### src/rtl/seven_segment_arbiter.sv
// Round-robin arbiter that shares one 4-digit seven-segment display between four
// requesters, holding each owner for a minimum dwell time before preemption.
module seven_segment_arbiter #(
  parameter  int unsigned DWELL_CYCLES = 100_000_000,
  localparam int unsigned CNT_BITS     = $clog2(DWELL_CYCLES + 1)
) (
  input  logic        clk,
  input  logic        rst,
  input  logic [3:0]  req,
  input  logic [63:0] reqData,
  input  logic [15:0] reqDigitDisplay,
  input  logic [15:0] reqDigitPoint,
  output logic [3:0]  grant,
  output logic [1:0]  owner,
  output logic        busy,
  output logic [15:0] dataOut,
  output logic [3:0]  digitDisplayOut,
  output logic [3:0]  digitPointOut
);

  localparam logic [CNT_BITS-1:0] DWELL_MAX = CNT_BITS'(DWELL_CYCLES);

  typedef enum logic {
    ST_IDLE,
    ST_OWN
  } state_e;

  state_e              state_q, state_d;
  logic [1:0]          owner_q, owner_d;
  logic [1:0]          ptr_q,   ptr_d;
  logic [CNT_BITS-1:0] cnt_q,   cnt_d;
  logic [3:0]          grant_q, grant_d;
  logic [15:0]         data_q,  data_d;
  logic [3:0]          disp_q,  disp_d;
  logic [3:0]          point_q, point_d;
  logic [1:0]          pick;
  logic                take;

  // First requester after the last owner, wrapping round to the last owner itself.
  function automatic logic [1:0] rr_pick(input logic [3:0] r, input logic [1:0] p);
    logic [1:0] res;
    logic [1:0] idx;
    res = p;
    for (int k = 4; k >= 1; k--) begin
      idx = p + 2'(k);
      if (r[idx]) res = idx;
    end
    return res;
  endfunction

  // NOTE: every signal driven here gets a default first so no latch is inferred.
  always_comb begin
    state_d = state_q;
    owner_d = owner_q;
    ptr_d   = ptr_q;
    cnt_d   = cnt_q;
    grant_d = 4'b0000;
    data_d  = 16'h0000;
    disp_d  = 4'h0;
    point_d = 4'h0;
    pick    = rr_pick(req, ptr_q);
    take    = 1'b0;

    unique case (state_q)
      ST_IDLE: begin
        cnt_d = '0;
        if (|req) take = 1'b1;
      end
      ST_OWN: begin
        if (!req[owner_q]) begin
          if (|req) take = 1'b1;
          else      state_d = ST_IDLE;
        end else if ((cnt_q == DWELL_MAX) && (|(req & ~grant_q))) begin
          take = 1'b1;
        end else if (cnt_q != DWELL_MAX) begin
          cnt_d = cnt_q + 1'b1;
        end
      end
      default: state_d = ST_IDLE;
    endcase

    if (take) begin
      state_d = ST_OWN;
      owner_d = pick;
      ptr_d   = pick;
      cnt_d   = '0;
    end

    // Outputs track the slice of whoever owns the display after this edge.
    if (state_d == ST_OWN) begin
      grant_d = 4'b0001 << owner_d;
      data_d  = reqData[16*owner_d +: 16];
      disp_d  = reqDigitDisplay[4*owner_d +: 4];
      point_d = reqDigitPoint[4*owner_d +: 4];
    end
  end

  // NOTE: sequential state uses non-blocking assignments so all registers update together.
  always_ff @(posedge clk) begin
    if (rst) begin
      state_q <= ST_IDLE;
      owner_q <= 2'd0;
      ptr_q   <= 2'd3;
      cnt_q   <= '0;
      grant_q <= 4'b0000;
      data_q  <= 16'h0000;
      disp_q  <= 4'h0;
      point_q <= 4'h0;
    end else begin
      state_q <= state_d;
      owner_q <= owner_d;
      ptr_q   <= ptr_d;
      cnt_q   <= cnt_d;
      grant_q <= grant_d;
      data_q  <= data_d;
      disp_q  <= disp_d;
      point_q <= point_d;
    end
  end

  assign grant           = grant_q;
  assign busy            = |grant_q;
  assign owner           = owner_q;
  assign dataOut         = data_q;
  assign digitDisplayOut = disp_q;
  assign digitPointOut   = point_q;

endmodule
### config.mk
export PLATFORM = sky130hd
export DESIGN_NAME = seven_segment_arbiter
export DESIGN_NICKNAME = d
export VERILOG_FILES = /design/src/rtl/seven_segment_arbiter.sv
export SDC_FILE = /design/constraint.sdc
export NUM_CORES = 1
export LEC_CHECK = 0
export CORE_MARGIN = 5
export CORE_UTILIZATION = 40
export CTS_CLUSTER_DIAMETER = 60
export DETAILED_ROUTE_END_ITERATION = 10
export PLACE_DENSITY = 0.7
export SLEW_MARGIN = 10
export SYNTH_ARGS = -nofsm -noshare
export SYNTH_HDL_FRONTEND = slang
export SYNTH_SLANG_ARGS = --single-unit
### constraint.sdc
create_clock -name clk -period 2.8 [get_ports clk]
set_clock_uncertainty 0.05 [all_clocks]
set_input_delay 0.42 -clock clk [delete_from_list [all_inputs] [get_ports clk]]
set_output_delay 0.42 -clock clk [all_outputs]
set_load 0.02 [all_outputs]
## Yosys cells after proc, flatten, opt, wreduce, memory -nomap -nowiden

Cells that the tools add are included.

| storage, ports and cells | value |
|---|---|
| register bits | 60 |
| input bits | 102 |
| logic and storage cells | 59 |

| cells by class | value |
|---|---|
| add/sub/neg operators | 4 |
| order comparisons | 4 |
| equal/unequal tests | 5 |
| shift operators | 4 |
| muxes and demuxes | 23 |
| bitwise operators | 4 |
| reductions and logical operators | 7 |

Operators by type and width:

| operator | number |
|---|---|
| $mux 27 | 3 |
| $shiftx 64x7->16 | 1 |
| $pmux 27 s2 | 1 |
| $shiftx 16x5->4 | 2 |
| $add 27x1->27 const B | 1 |
| $eq 27x27->1 const B | 1 |
| $ne 27x27->1 const B | 1 |
| $lt 2x3->1 const B | 4 |
| $reduce_or 4->1 | 3 |
| $mux 1 | 10 |
| $bmux 1 s2 | 4 |
| $mux 2 | 4 |
| $add 2x2->2 const B | 2 |
| $and 4x4->4 | 1 |
| $ne 2x1->1 const B | 2 |
| $not 4->4 | 1 |
| $reduce_or 2->1 | 2 |
| $shl 1x2->4 const A | 1 |
| $reduce_and 3->1 | 1 |
| $add 2x1->2 const B | 1 |
| $ne 2x2->1 const B | 1 |
| $not 1->1 | 2 |
| $pmux 1 s2 | 1 |
| $logic_and 1x1->1 | 1 |

## Depth between registers and ports, before layout

| logic depth | value |
|---|---|
| depth in word-level cells | 10 |
| gate-level depth with buffers | 9 |
| gate-level depth less buffers | 7 |

## Worst setup path before layout

No wires, ideal clock.

| timing | value |
|---|---|
| kind | register to register |
| start | register owner_q[0] (netlist: owner[0]) |
| end | register ptr_q[1] |
| arrival | 1931 ps |
| required time | 2630 ps |
| path slack | 699 ps |
| cell stages (with the launch flop) | 9 |
| clock period less this slack | 2101 ps |
| cell sequence | dfxtp_1 mux4_2 buf_4 a21oi_1 a31o_1 buf_4 buf_6 nor2_1 a211o_1 |

| between the ends | value |
|---|---|
| cells in the longest elaborated chain, start to end | 4 |

RTL lines:

| what | RTL line | text |
|---|---|---|
| start: declaration | 29 | `logic [1:0] owner_q, owner_d;` |
| start signal: assignment | 111 | `owner_q <= owner_d;` |
| $bmux 1 s2 | 70 | `if (!req[owner_q]) begin` |
| $mux 1 (implied by the code) | 70 |  |
| $mux 1 | 70 |  |
| $pmux 1 s2 | 64 | `unique case (state_q)` |
| end signal: assignment | 112 | `ptr_q <= ptr_d;` |
| end: declaration | 30 | `logic [1:0] ptr_q, ptr_d;` |

No other way between the ends. The select of a mux whose other input is x is not followed.
A chain may end at the register's enable or synchronous reset.

## Worst setup path after layout

| timing | value |
|---|---|
| start | input req[3] |
| end | register disp_q[3] (netlist: digitDisplayOut[3]) |

| between the ends | value |
|---|---|
| cells in the longest elaborated chain, start to end | 9 |
| elaborated cells on any way between the ends | 26 |

RTL lines:

| what | RTL line | text |
|---|---|---|
| start: declaration | 9 | `input logic [3:0] req,` |
| branches (longest 9 deep; another with $shiftx 16x5->4) | - |  |
| end signal: assignment | 116 | `disp_q <= disp_d;` |
| end: declaration | 34 | `logic [3:0] disp_q, disp_d;` |

Parallel ways; which one is timed is not known. The select of a mux whose other input is x is not followed.

==> impl_metrics.yaml <==
status:
  status: "finished, final reports clean"
route:
  drt-initial-drc-count: 424
  drc: 0
  drt_first_pass_iters: 5
  wl_um: 16000
  final_antenna_net_count: 0
  vias: 4925
  avgViaCountPerCell: 6.42
  wl_per_cell_um: 20.8
synth:
  ys_ff_latch: 60
  avgSynthCellArea_um2: 8.62
  synth-compound-area-share_pct: 27.1
  yosysUniqueCellTypes: 48
  synth.area.top_cells: "dfxtp_1 (27%), mux4_2 (13%), a211o_1 (9.6%)"
  synth_top_cell_area_share_pct: 26.8
  synth_nets: 623
  synthCells: 519
  yosysWarnings: 0
  ys_seq_area_share_pct: 26.8
  synthSimpleGateAreaFrac_pct: 20.2
  async_flop_share_pct: 0
  synthFlopType: "dfxtp_1"
  syn_area_um2: 4470
  synth_xor_xnor_area_share_pct: 4.89
  synthMuxAreaShare_pct: 13.3
  synth_edf_count: 0
  yosys.area.top_type: "dfxtp_1"
  synth_top_family_by_area: "compound AO/OA/AOI/OAI gates"
  synth_fa_ha_area_share_pct: 0.559
critical_path:
  reg2reg_setup_slack_ps: 580
  crit_chain: "clkdlybuf4s50_1 -> nor2b_1 -> o21a_2 -> buf_12 -> o31ai_1 -> a211o_1 -> a31oi_1"
  end_kind: "flop"
  worstPathMaxFanout: 49
  crit_family: "compound AO/OA/AOI/OAI gates"
  startpoint: "req[3]"
  crit_arrival_ps: 2490
  endpoint: "digitDisplayOut[3]"
  timing_worst_setup_path_type: "input pin to flop"
  reg2reg_from: "cnt_q[3]"
  r2r_cells: 5
  crit_buf_inv: 2
  crit_required_ps: 3000
  crit_path_max_incr_delay_ps: 550
  reg2reg_to: "cnt_q[26]"
  path_depth: 7
  worst_setup_path_start_kind: "input pin"
  cpMaxStageDelayCell: "clkdlybuf4s50_1"
place:
  globalplace.congestion: 0.895
  numPortBuffers: 132
  hpwl_um: 10900
  place_inst: 751
  place_area_um2: 5980
timing:
  timing.final.max_slew_violations: 0
  setup_viol: 0
  fmax_ghz: 0.435
  finalHoldViolations: 0
  rsz0062_at_grt: "no"
  period_minus_slack_ps: 2300
  fin_crit_sh_pct: 82.1
  relSlewSlack_pct: 58.8
  tns_ps: 0
  worst_pin_slew_ps: 612
cts:
  clock_latency_ps: 340
  path_clk_slew_ps: 70
  cts_root_buf: "clkbuf_8"
  cts_tree: "yes"
  clock-sinks: 60
  htree_num_levels: 3
  cts_buffer_depth: 2
  post_cts_resized: 0
  cts_buffers: 9
  cts_hold_buf: 0
  cts_setup_buffers: 0
global_route:
  grt_usage_pct: 23.3
  grt.overflow.total: 0
  first_global_vias: 4958
  antenna_found_initial: 0
  grt_pass1_wl_um: 25000
  grt_max_degree: 50
pwr:
  power_frac_clock_pct: 28.4
  power-per-cell-area_nw_per_um2: 556
  power_switching_mw: 1.20
  internal_power_mw: 2.26
  p_seq_share_pct: 29.7
  sw_frac_of_total_pct: 34.7
  max-vdd-ir-drop_v: 0.000337
  power_mw: 3.47
  pwr-share-comb_pct: 42.0
  p_leak_nw: 2.14
flow_run:
  drv_cap: 0
cells_and_area:
  utilization_pct: 57.2
  stdcell_count: 767
  syn_to_final_growth_pct: 39.2
  layout-drive-gt1-share_pct: 12.0
  diodes: 0
  fin_nets: 726
  finalInstanceArea_um2: 6230
min_path:
  hold_path_depth: 2
  hold_path.class: "flop to flop"
floorplan:
  start_util_pct: 41.1
  coreArea_um2: 10900
  die_area_um2: 13400
  rows: 38
  die_y_um: 116
  ios: 133
  dieWidth_um: 116
[worst min-delay path by stage]
stage | startpoint | end | slack [ps]
2_1_floorplan | cnt_q[26] | cnt_q[26] | 400
3_3_place_gp | cnt_q[26] | cnt_q[26] | 420
3_5_place_dp | cnt_q[26] | cnt_q[26] | 450
4_1_cts | cnt_q[26] | cnt_q[26] | 460
5_1_grt | cnt_q[26] | cnt_q[26] | 470
6_report | cnt_q[26] | cnt_q[26] | 470
[placed cells by master (no fill, tap or decap), types with 2 or more instances in the layout]
master | netlist | final
a211o_1 | 49 | 49
a211oi_1 | 2 | 2
a21oi_1 | 29 | 28
a31oi_1 | 24 | 24
and2_1 | 2 | 2
and3_1 | 5 | 5
and4_1 | 3 | 3
buf_12 | 0 | 7
buf_4 | 2 | 16
bufinv_16 | 0 | 3
clkbuf_8 | 0 | 9
clkdlybuf4s50_1 | 0 | 132
clkinv_4 | 0 | 2
dfxtp_1 | 60 | 59
ha_1 | 2 | 2
inv_1 | 11 | 11
mux2i_1 | 3 | 3
mux4_2 | 25 | 25
nand2_1 | 10 | 10
nand2b_1 | 6 | 6
nand3_1 | 12 | 12
nand4_1 | 56 | 56
nor2_1 | 38 | 38
nor2b_1 | 2 | 2
nor3_1 | 9 | 9
nor4_1 | 7 | 7
nor4b_1 | 3 | 3
o21a_1 | 3 | 2
o21ai_0 | 3 | 3
o21ai_2 | 1 | 2
o31ai_1 | 48 | 48
or3b_1 | 2 | 2
xnor2_1 | 17 | 17
xor2_1 | 8 | 8
[sequential cells by signal, indices dropped and copies added (netlist names)]
register         count
cnt_q               27
dataOut             16
digitDisplayOut      4
digitPointOut        4
grant                4
owner                2
ptr_q                2
state_q              1
[Yosys cell counts (all sizes together) (10+ instances only)]
library cell / instances
a211o: 49
a21oi: 29
a31oi: 24
buf: 28
clkbuf: 35
dfxtp: 60
inv: 11
mux4: 25
nand2: 10
nand3: 12
nand4: 57
nor2: 38
o31ai: 48
xnor2: 17
[cell families (layout without fill, tap and decap cells)]
family / count (synthesis) / after routing
flops: 60 / 60
xor+xnor: 25 / 25
buf+inv: 75 / 183
compound gates: 167 / 167
mux: 28 / 28
fa+ha+maj: 2 / 2
simple gates: 162 / 162
[worst min-delay path: cells and delay by family (launching register included)]
family,cells,cell delay [ps]
DFF,1,320
and+or+nand+nor,1,80
muxes,1,70
[metrics by stage]
step / setup WS, ps / hold slack (ps)
6_report: 502 / 472
5_1_grt: 360 / 468
4_1_cts: 502 / 457
3_5_place_dp: 226 / 445
3_3_place_gp: 241 / 419
2_1_floorplan: 699 / 403
[routing by layer]
metal | part of all wire, % | vias up | wire length [um] | global-route usage (%)
met5 | 0 | - | 0 | 0
met4 | 2.3 | 0 | 364 | 8.66
met3 | 7.4 | 30 | 1180 | 4.91
met2 | 49 | 236 | 7800 | 39.2
met1 | 41 | 2397 | 6610 | 29.5
li1 | - | 2262 | - | -
[power groups by stage]
stage,Sequential (mW),Clock [mW],Combinational [mW]
after floorplan,1.15,0,0.722
after global routing,1.04,1.04,1.54
after CTS,1.03,0.998,1.45
after detailed placement,1.04,0,1.44
after global placement,1.05,0,1.41
final,1.03,0.983,1.45
[cell type report]
type                    instances  area [um^2]
fillers                       971         4660
multi-input cells             384         2980
repair buffers                155         1580
flip-flops and latches         60         1200
well taps                     140          175
clock buffers                   9          124
clock inverters                 7          124
inverters                      12         45.0
Power figures use the tool's default switching activity.
==> RTL change, RTL diff (same settings) <==
Take the reset off `data_q` and load it in a clocked block of its own.
--- a/src/rtl/seven_segment_arbiter.sv
+++ b/src/rtl/seven_segment_arbiter.sv
@@ -103,7 +103,6 @@
       ptr_q   <= 2'd3;
       cnt_q   <= '0;
       grant_q <= 4'b0000;
-      data_q  <= 16'h0000;
       disp_q  <= 4'h0;
       point_q <= 4'h0;
     end else begin
@@ -112,10 +111,13 @@
       ptr_q   <= ptr_d;
       cnt_q   <= cnt_d;
       grant_q <= grant_d;
-      data_q  <= data_d;
       disp_q  <= disp_d;
       point_q <= point_d;
     end
+  end
+
+  always_ff @(posedge clk) begin
+    data_q <= data_d;
   end
 
   assign grant           = grant_q;
Check against the original RTL: not equivalent (a bounded check fails within 4 cycles, from zero or initial values and one cycle with rst high).
==> RTL change against the original RTL <==
  * Cell count shrank 26%
  * Worst hold slack got worse by 15 ps
  * Wire length fell by 43%
  * Core utilization up 7.0 points
  * Worst setup slack lost 240 ps
  * Power down 19%
  * Sequential cell count unchanged
  * Register-to-register slack got worse by 310 ps
  * Synthesized area shrank 34%
  * Final area down 25%
  * Critical path type unchanged
  * Critical endpoint is now digitPointOut[0]
==> RTL change: results (changes against the original RTL) <==
The global-route wire length before repair is 14500 µm (-42%). Yosys attributes the largest share of cell area to sky130_fd_sc_hd__dfxtp_1 40%, sky130_fd_sc_hd__mux2i_1 16%, sky130_fd_sc_hd__nor2_1 5.2%, sky130_fd_sc_hd__xnor2_1 5.0%, sky130_fd_sc_hd__o22ai_1 4.6%. The initial detailed-routing violation count is 85 (-80%).

By count the netlist is led by 60 x sky130_fd_sc_hd__dfxtp_1, 48 x sky130_fd_sc_hd__mux2i_1, 41 x sky130_fd_sc_hd__nor2_1. The sequential element share of the synthesized area came to 40.5% (+14 points). The placed wire-length estimate is 7410 µm (-32%). The worst slack at placement came out at -147 ps (-373 ps). The maximum net fanout on the critical path is 8 (-84%).

The pin count of the biggest net entering global routing came out at 28 (-44%). The power dissipated by switching net loads is 888 µW (-26%). The number of distinct library cell variants in the gate-level netlist after synthesis is 45 (-6.3%). The placer congestion estimate is 0.762 (-15%). For this run, the leading register cell type out of synthesis is sky130_fd_sc_hd__dfxtp_1.

The peak supply drop came out at 0.000347 V (+3.0%). The leakage power is 1.81 nW (-15%). The global-route total usage across every layer is 20.8% (-2.5 points). The most critical setup path has its endpoint at digitPointOut[0].

The total wirelength of the detailed-routed design came out at 9120 µm (-43%). The antenna diode instance count came out at 0 (unchanged). The delay contributed by the slowest stage of the critical path was 430 ps (-120 ps). The worst hold path cell count came to 2 (unchanged). The number of fill cells in the layout came out at 628 (-35%). The critical path's slowest cell is sky130_fd_sc_hd__a2111oi_0. The launch instance of the worst min-delay path is cnt_q[16]. The run finished with clean final reports.

The maximum buffer depth of the clock tree came out at 2 (unchanged). The initial antenna violation count came out at 0 (unchanged). The final setup slack of the worst path came out at 262 ps (-240 ps).

The share of cells above drive strength 1 came out at 7.87% (-4.1 points). The iteration count of the initial detailed-routing pass came to 4 (-1). The clock insertion delay at the later pin of the skew report came out at 330 ps. The port buffer count is 132 (unchanged).

The clock transition at the registers of the reported paths is 60 ps. The number of warnings printed during yosys synthesis came to 0 (unchanged). The relative slew slack is 57.4% (-1.4 points).

The reg-to-reg startpoint is cnt_q[0]. The number of global-route vias before repair is 2972 (-40%). The reg-to-reg setup timing slack is 270 ps (-310 ps). The via-per-instance ratio came to 5.07 (-21%). The startpoint of the most critical setup path is req[3].

The post-synthesis net count came out at 425 (-32%). The post-layout net count is 570 (-21%). The number of cells on the worst reg-to-reg path is 10 (+5). In this run the critical register-to-register path is captured at dataOut[2]. The critical path arrival is 2690 ps (+200 ps).
[RTL change: cell types whose count changed in the layout (fill, tap and decap cells not counted), moves of 20 or more]
cell	before	now
sky130_fd_sc_hd__nand4_1	56	4
sky130_fd_sc_hd__a211o_1	49	0
sky130_fd_sc_hd__o31ai_1	48	0
sky130_fd_sc_hd__mux2i_1	3	48
sky130_fd_sc_hd__mux4_2	25	0
sky130_fd_sc_hd__a31oi_1	24	0
sky130_fd_sc_hd__o22ai_1	0	22
sky130_fd_sc_hd__a21oi_1	28	8
[RTL change: cell families after synthesis]
| group | synth area share, % |
|---|---|
| buffers and inverters | 3.50 |
| adder cells (fa/ha/maj) | 0.843 |
| flip-flops | 40.5 |
| multiplexers | 18.1 |
| XOR/XNOR | 6.49 |
| AO/OA/AOI/OAI | 11.5 |
| AND/OR/NAND/NOR | 19.1 |
[RTL change: how the worst min path moves through the flow]
stage	endpoint	slack (ps)
after detailed placement	cnt_q[16]	450
after global routing	ptr_q[1]	490
final	cnt_q[16]	460
after floorplan	cnt_q[21]	420
after CTS	cnt_q[16]	460
after global placement	cnt_q[16]	430
[RTL change: metal layers]
metal  vias up  global-route usage [%]  part of all wire (%)
met5         -                       0                     0
met4         0                    5.69                   1.0
met3         9                    12.9                    12
met2        88                    35.8                    50
met1      1331                    20.9                    37
li1       1454                       -                     -
[RTL change: layout make-up]
type,instances,share of cell area [%]
Clock buffer,13,3.41
Inverter,9,0.726
Multi-Input combinational cell,240,35.7
Sequential cell,60,25.8
Timing Repair Buffer,146,31.4
Tap cell,99,2.66
Clock inverter,2,0.215
[RTL change: per-stage QoR]
stage | instance area (µm²) | TNS (ps) | instances | utilization (%) | hold WS [ps]
after floorplan | 2970 | 0 | 321 | - | 416
after global placement | 4490 | -31.6 | 554 | 61.8 | 433
after detailed placement | 4490 | -327 | 554 | 61.8 | 448
after CTS | 4650 | 0 | 569 | 64.2 | 461
after global routing | 4660 | 0 | 569 | 64.2 | 492
final | 4660 | 0 | 569 | 64.2 | 456
[RTL change: worst min-delay path: cells and delay by family, from the launching register on]
family / cells / cell delay [ps]
flip-flops: 1 / 320
AO/OA/AOI/OAI: 2 / 130
[RTL change: timing repair]
action | in CTS | in global routing
setup buffers | 0 | 0
gates resized for setup | 0 | 1
hold endpoints to repair | 0 | 0
endpoints found under the setup margin | 0 | 1
[RTL change: power by group through the flow]
stage	Clock, mW	Sequential, mW	Combinational (mW)
floorplan	0	1.19	0.437
global placement	0	1.04	1.12
detailed placement	0	1.04	1.12
CTS	0.691	1.03	1.13
global route	0.732	1.04	1.20
finish	0.674	1.03	1.12
